File: config.mk
export PLATFORM = sky130hd
export DESIGN_NAME = sad_block_accum
export DESIGN_NICKNAME = d
export VERILOG_FILES = /design/src/rtl/sad_pkg.sv /design/src/rtl/sad_min_tracker.sv /design/src/rtl/sad_block_accum.sv
export SDC_FILE = /design/constraint.sdc
export NUM_CORES = 1
export LEC_CHECK = 0
export CORE_AREA = 2 2 74 76
export DETAILED_ROUTE_END_ITERATION = 8
export DIE_AREA = 0 0 76 78
export HOLD_SLACK_MARGIN = 0.02
export PLACE_DENSITY = 0.63
export SKIP_LAST_GASP = 1
export SLEW_MARGIN = 20
export SYNTH_ARGS = -nofsm -noshare
export SYNTH_HDL_FRONTEND = slang
export SYNTH_HIERARCHICAL = 1
export SYNTH_SLANG_ARGS = --single-unit
export TNS_END_PERCENT = 100
File: constraint.sdc
create_clock -name clk -period 6.2 [get_ports clk]
set_clock_uncertainty 0.1 [all_clocks]
set_input_delay 0.93 -clock clk [delete_from_list [all_inputs] [get_ports clk]]
set_output_delay 0.93 -clock clk [all_outputs]
set_load 0.005 [all_outputs]
File: src/rtl/sad_pkg.sv
// rtl/sad_pkg.sv - shared widths, width helpers and state type for the block SAD accumulator
package sad_pkg;

    localparam int PSAD_W_DEF = 3;

    function automatic int acc_w(input int psad_w, input int samples);
        return psad_w + $clog2(samples);
    endfunction

    function automatic int idx_w(input int cand);
        return $clog2(cand);
    endfunction

    typedef enum logic {
        ACCUM  = 1'b0,
        RESULT = 1'b1
    } state_t;

endpackage

File: src/rtl/sad_min_tracker.sv
// rtl/sad_min_tracker.sv - running minimum block SAD and its candidate index
module sad_min_tracker
    import sad_pkg::*;
#(
    parameter int ACC_W = 7,
    parameter int IDX_W = 3
) (
    input  logic             clk,
    input  logic             rst,
    input  logic             clear,
    input  logic             update,
    input  logic             first,
    input  logic [ACC_W-1:0] value,
    input  logic [IDX_W-1:0] idx,
    output logic [ACC_W-1:0] best_sad,
    output logic [IDX_W-1:0] best_idx
);

    logic take;

    // strict compare: an equal later candidate never displaces the earlier index
    assign take = update & (first | (value < best_sad));

    always_ff @(posedge clk or posedge rst) begin
        if (rst) begin
            best_sad <= '0;
            best_idx <= '0;
        end else if (clear) begin
            best_sad <= '0;
            best_idx <= '0;
        end else if (take) begin
            best_sad <= value;
            best_idx <= idx;
        end
    end

endmodule

File: src/rtl/sad_block_accum.sv
// rtl/sad_block_accum.sv - block SAD accumulation and best-candidate search; SAD_EARLY_TERM_EN adds pruning
module sad_block_accum
    import sad_pkg::*;
#(
    parameter int PSAD_W  = PSAD_W_DEF,
    parameter int SAMPLES = 16,
    parameter int CAND    = 8,
    localparam int ACC_W  = acc_w(PSAD_W, SAMPLES),
    localparam int IDX_W  = idx_w(CAND)
) (
    input  logic              clk,
    input  logic              rst,
    input  logic              flush,
    input  logic              in_valid,
    output logic              in_ready,
    input  logic [PSAD_W-1:0] in_psad,
    output logic              cand_valid,
    output logic [ACC_W-1:0]  cand_sad,
    output logic [IDX_W-1:0]  cand_idx,
    output logic              out_valid,
    input  logic              out_ready,
`ifdef SAD_EARLY_TERM_EN
    output logic [IDX_W:0]    prune_cnt,
`endif
    output logic [ACC_W-1:0]  best_sad,
    output logic [IDX_W-1:0]  best_idx
);

    localparam int SC_W = $clog2(SAMPLES);

    state_t            state, state_d;
    logic [ACC_W-1:0]  acc;
    logic [SC_W-1:0]   samp_cnt;
    logic [IDX_W-1:0]  cand_cnt;
    logic              accept, last, last_cand, handshake;
    logic [ACC_W-1:0]  sum_full, final_sad;

    assign accept    = in_valid & in_ready & ~flush;
    assign last      = accept & (samp_cnt == SC_W'(SAMPLES - 1));
    assign last_cand = (cand_cnt == IDX_W'(CAND - 1));
    assign handshake = (state == RESULT) & out_ready;
    assign sum_full  = acc + ACC_W'(in_psad);

`ifdef SAD_EARLY_TERM_EN
    logic pruned;
    // once a later candidate can no longer beat the best, freeze its partial sum
    assign pruned    = (cand_cnt != '0) & (acc >= best_sad);
    assign final_sad = pruned ? acc : sum_full;
`else
    assign final_sad = sum_full;
`endif

    always_ff @(posedge clk or posedge rst) begin
        if (rst) state <= ACCUM;
        else     state <= state_d;
    end

    always_comb begin
        state_d   = state;
        in_ready  = 1'b0;
        out_valid = 1'b0;
        case (state)
            ACCUM: begin
                in_ready = 1'b1;
                if (last && last_cand) state_d = RESULT;
            end
            RESULT: begin
                out_valid = 1'b1;
                if (out_ready) state_d = ACCUM;
            end
            default: state_d = ACCUM;
        endcase
        if (flush) state_d = ACCUM;
    end

    always_ff @(posedge clk or posedge rst) begin
        if (rst) begin
            acc        <= '0;
            samp_cnt   <= '0;
            cand_cnt   <= '0;
            cand_valid <= 1'b0;
            cand_sad   <= '0;
            cand_idx   <= '0;
        end else if (flush) begin
            acc        <= '0;
            samp_cnt   <= '0;
            cand_cnt   <= '0;
            cand_valid <= 1'b0;
        end else begin
            cand_valid <= last;
            if (accept) begin
                acc      <= last ? '0 : final_sad;
                samp_cnt <= last ? '0 : samp_cnt + 1'b1;
            end
            if (last) begin
                cand_sad <= final_sad;
                cand_idx <= cand_cnt;
                cand_cnt <= last_cand ? '0 : cand_cnt + 1'b1;
            end
        end
    end

`ifdef SAD_EARLY_TERM_EN
    always_ff @(posedge clk or posedge rst) begin
        if (rst)                    prune_cnt <= '0;
        else if (flush | handshake) prune_cnt <= '0;
        else if (last && pruned)    prune_cnt <= prune_cnt + 1'b1;
    end
`endif

    sad_min_tracker #(
        .ACC_W (ACC_W),
        .IDX_W (IDX_W)
    ) u_min (
        .clk      (clk),
        .rst      (rst),
        .clear    (flush | handshake),
        .update   (last),
        .first    (cand_cnt == '0),
        .value    (final_sad),
        .idx      (cand_cnt),
        .best_sad (best_sad),
        .best_idx (best_idx)
    );

endmodule

==> flow_summary.toml <==
[timing]
max_freq_mhz = 264.9
hold_slack_ps = 390.8
maxSlewViolCount = 0
fin_crit_sh = 0.6089
rsz0062_at_grt = "false"
hold_violations = 0
layout_setup_ws_ps = 2425
slew_headroom = 0.5286
min_period_ps = 3775
setup_tns_ps = 0
setup_viol_count_final = 0
worst_pin_slew_ps = 702.9

[synthesis]
syn_inst = 197
synth_cell_type_count = 42
seq_area_frac_synth = 0.4469
yosysTopAreaCell = "dfrtp_1"
yosys.area.top_type_share = 0.4469
synth_seq_cells = 36
syn_area_sq_um = 2016
yosysMostFrequentCell = "dfrtp_1"
yosys-top-cells-area = "dfrtp_1 45%, ha_1 8.1%, nand2b_1 6.8%, mux2i_1 5.5%, o21ai_0 3.0%"
syn_area_per_cell_sq_um = 10.23
synth-edff-count = 0
synth_top_cells_by_count = "36 x dfrtp_1, 22 x nand2b_1, 15 x inv_1, 13 x ha_1, 12 x o21ai_0"
yosys_warnings = 6
synth_nets = 219
ys.flop_type = "dfrtp_1"
synth-async-reset-ratio = 1.000

[worst_setup_path]
crit_slowest_cell = "fa_1"
critPathTopFamily = "adder cells"
cpMostUsedCell = "ha_1"
critPathBufInv = 1
cp_cell_sequence = "clkdlybuf4s50_1, ha_1, fa_1, xor2_1, ha_1, a21o_1, a31oi_1, o31ai_2, nor2_4, mux2i_1"
cp.arrival_ps = 3880
crit_required_ps = 6310
startpoint_type = "primary input"
cp_max_fo = 10
worstSetupPathType = "primary input to flip-flop"
max_stage_delay_ps = 450
critPathCaptureType = "flip-flop"

[run_status]
status = "completed"

[clocking]
numCtsBuffers = 5
clock-root-buffer = "clkbuf_8"
clk_pin_slew_ps = 70
clock_path_buffers = 2
cts_tree = "done"
htree_levels = 2
clock_latency_ps = 290
cts_setup_buffers = 0
cts_hold_buf = 0
clock-sinks = 36
cts_resized = 0

[global_routing]
grt_usage = 0.1582
grt_pass1_wl_microns = 7403
antenna_found_initial = 0
grt_pass1_vias = 1482
globalRouteOverflowTotal = 0
grt_max_degree = 27

[finish]
multi_input_area_sq_um = 1013
final_nets = 248
drive_above_1_share = 0.07522
design_area_sq_um = 2459
regArea_sq_um = 900.9
area_growth_syn_to_layout_pct = 21.97
antenna_cells = 0
fillCellCount = 463

[drt]
viasPerCell = 5.321
via_count = 1575
drt-initial-drc-count = 84
ant_nets = 0
drc_errors = 0
wl_per_cell_microns = 14.72
dr.pass1.iters = 4
wl_microns = 4357

[die]
fp-row-count = 26
die_x_microns = 76
die_y_microns = 78
ios = 31
die-area_sq_um = 5928
core_area_sq_um = 5042
initial_core_util = 0.3998

[hold_path]
worst_hold_path_type = "flip-flop to flip-flop"

[placement]
gp_congestion = 0.7864
dp_hpwl_microns = 3204
port_buffers = 30
post-place-ws_ps = 2100
postPlaceCellArea_sq_um = 2362

[flow_run]
max_cap_viol_count = 0

[power]
ir_drop_mv = 0.07512
p_per_area_nw_per_um2 = 214.2
leakagePower_nw = 1.098
==> flip-flops by register name (all words and copies together) (netlist names) <==
name	flops
acc	7
cand_cnt	3
cand_idx	3
cand_sad	7
cand_valid	1
samp_cnt	4
state	1
u_min/best_idx	3
u_min/best_sad	7
==> stage by stage <==
step | utilization | instances | power [mW]
floorplan | - | 197 | 0.3254
global placement | 0.4685 | 289 | 0.3479
detailed placement | 0.4685 | 289 | 0.3498
CTS | 0.4876 | 296 | 0.5314
global route | 0.4876 | 296 | 0.5543
finish | 0.4876 | 296 | 0.5266
==> final cells by class <==
cell class | count | share of cell area
clock buffers | 7 | 0.03919
inverters | 16 | 0.02443
multi-input cells | 137 | 0.4122
flip-flops and latches | 36 | 0.3664
well taps | 70 | 0.03562
repair buffers | 30 | 0.1221
==> where the power goes <==
part           total, mW  internal, mW  leakage (nW)  switching [mW]
combinational     0.0927        0.0397         0.549          0.0530
sequential         0.254         0.242         0.498          0.0113
clock              0.180        0.0989        0.0503          0.0815
total              0.527         0.381          1.10           0.146
==> cells by family (layout without fill, tap and decap cells) <==
family	count (synthesis)	count (layout)	share of synthesized area
buffers and inverters	24	53	0.05027
multiplexers	15	15	0.07697
AO/OA/AOI/OAI	48	48	0.1583
AND/OR/NAND/NOR	58	58	0.1682
XOR/XNOR	2	2	0.008692
adder cells (fa/ha/maj)	14	14	0.09063
flip-flops	36	36	0.4469
==> placed cells by master, fill, tap and decap left out, drive strengths merged <==
cell	netlist	layout
or2	2	2
o31ai	4	4
nand2b	22	22
a31oi	5	5
nand3	8	8
o21ai	12	12
fa	1	1
a211o	2	2
ha	13	13
o22ai	1	1
or3b	1	1
or3	3	3
dfrtp	36	36
nor3b	1	1
o41a	1	1
a21o	3	3
nand4	1	1
a31o	1	1
clkdlybuf4s50	0	30
clkbuf	4	7
a22o	4	4
and3	3	3
or4	1	1
a21oi	10	10
nand3b	1	1
nor2	5	5
a41oi	1	1
a211oi	1	1
o211ai	2	2
nor2b	2	2
a32oi	1	1
mux2i	11	11
inv	16	16
mux2	4	4
xor2	2	2
nand2	8	8
==> path summary, 6_finish.rpt <==
| path | slack, ps | cells past startpoint | to | startpoint |
|---|---|---|---|---|
| setup / recovery | 2420 | 10 | u_min/best_sad[0] | in_psad[0] |
| hold / removal | 390 | 1 | cand_sad[1] | cand_sad[1] |
| setup reg to reg | 3100 | 9 | u_min/best_sad[0] | acc[0] |
| hold reg to reg | 390 | 1 | cand_sad[1] | cand_sad[1] |
| max in group asynchronous | 4710 | 2 | acc[0] | rst |
| min in group asynchronous | 870 | 2 | u_min/best_sad[5] | rst |
==> routing by layer <==
metal / wire [microns] / GRT usage
met2: 1938 / 0.2411
met5: 0 / 0
met1: 2150 / 0.2177
met3: 210 / 0.04302
met4: 59 / 0.05455
(Power assumes the default switching activity.)
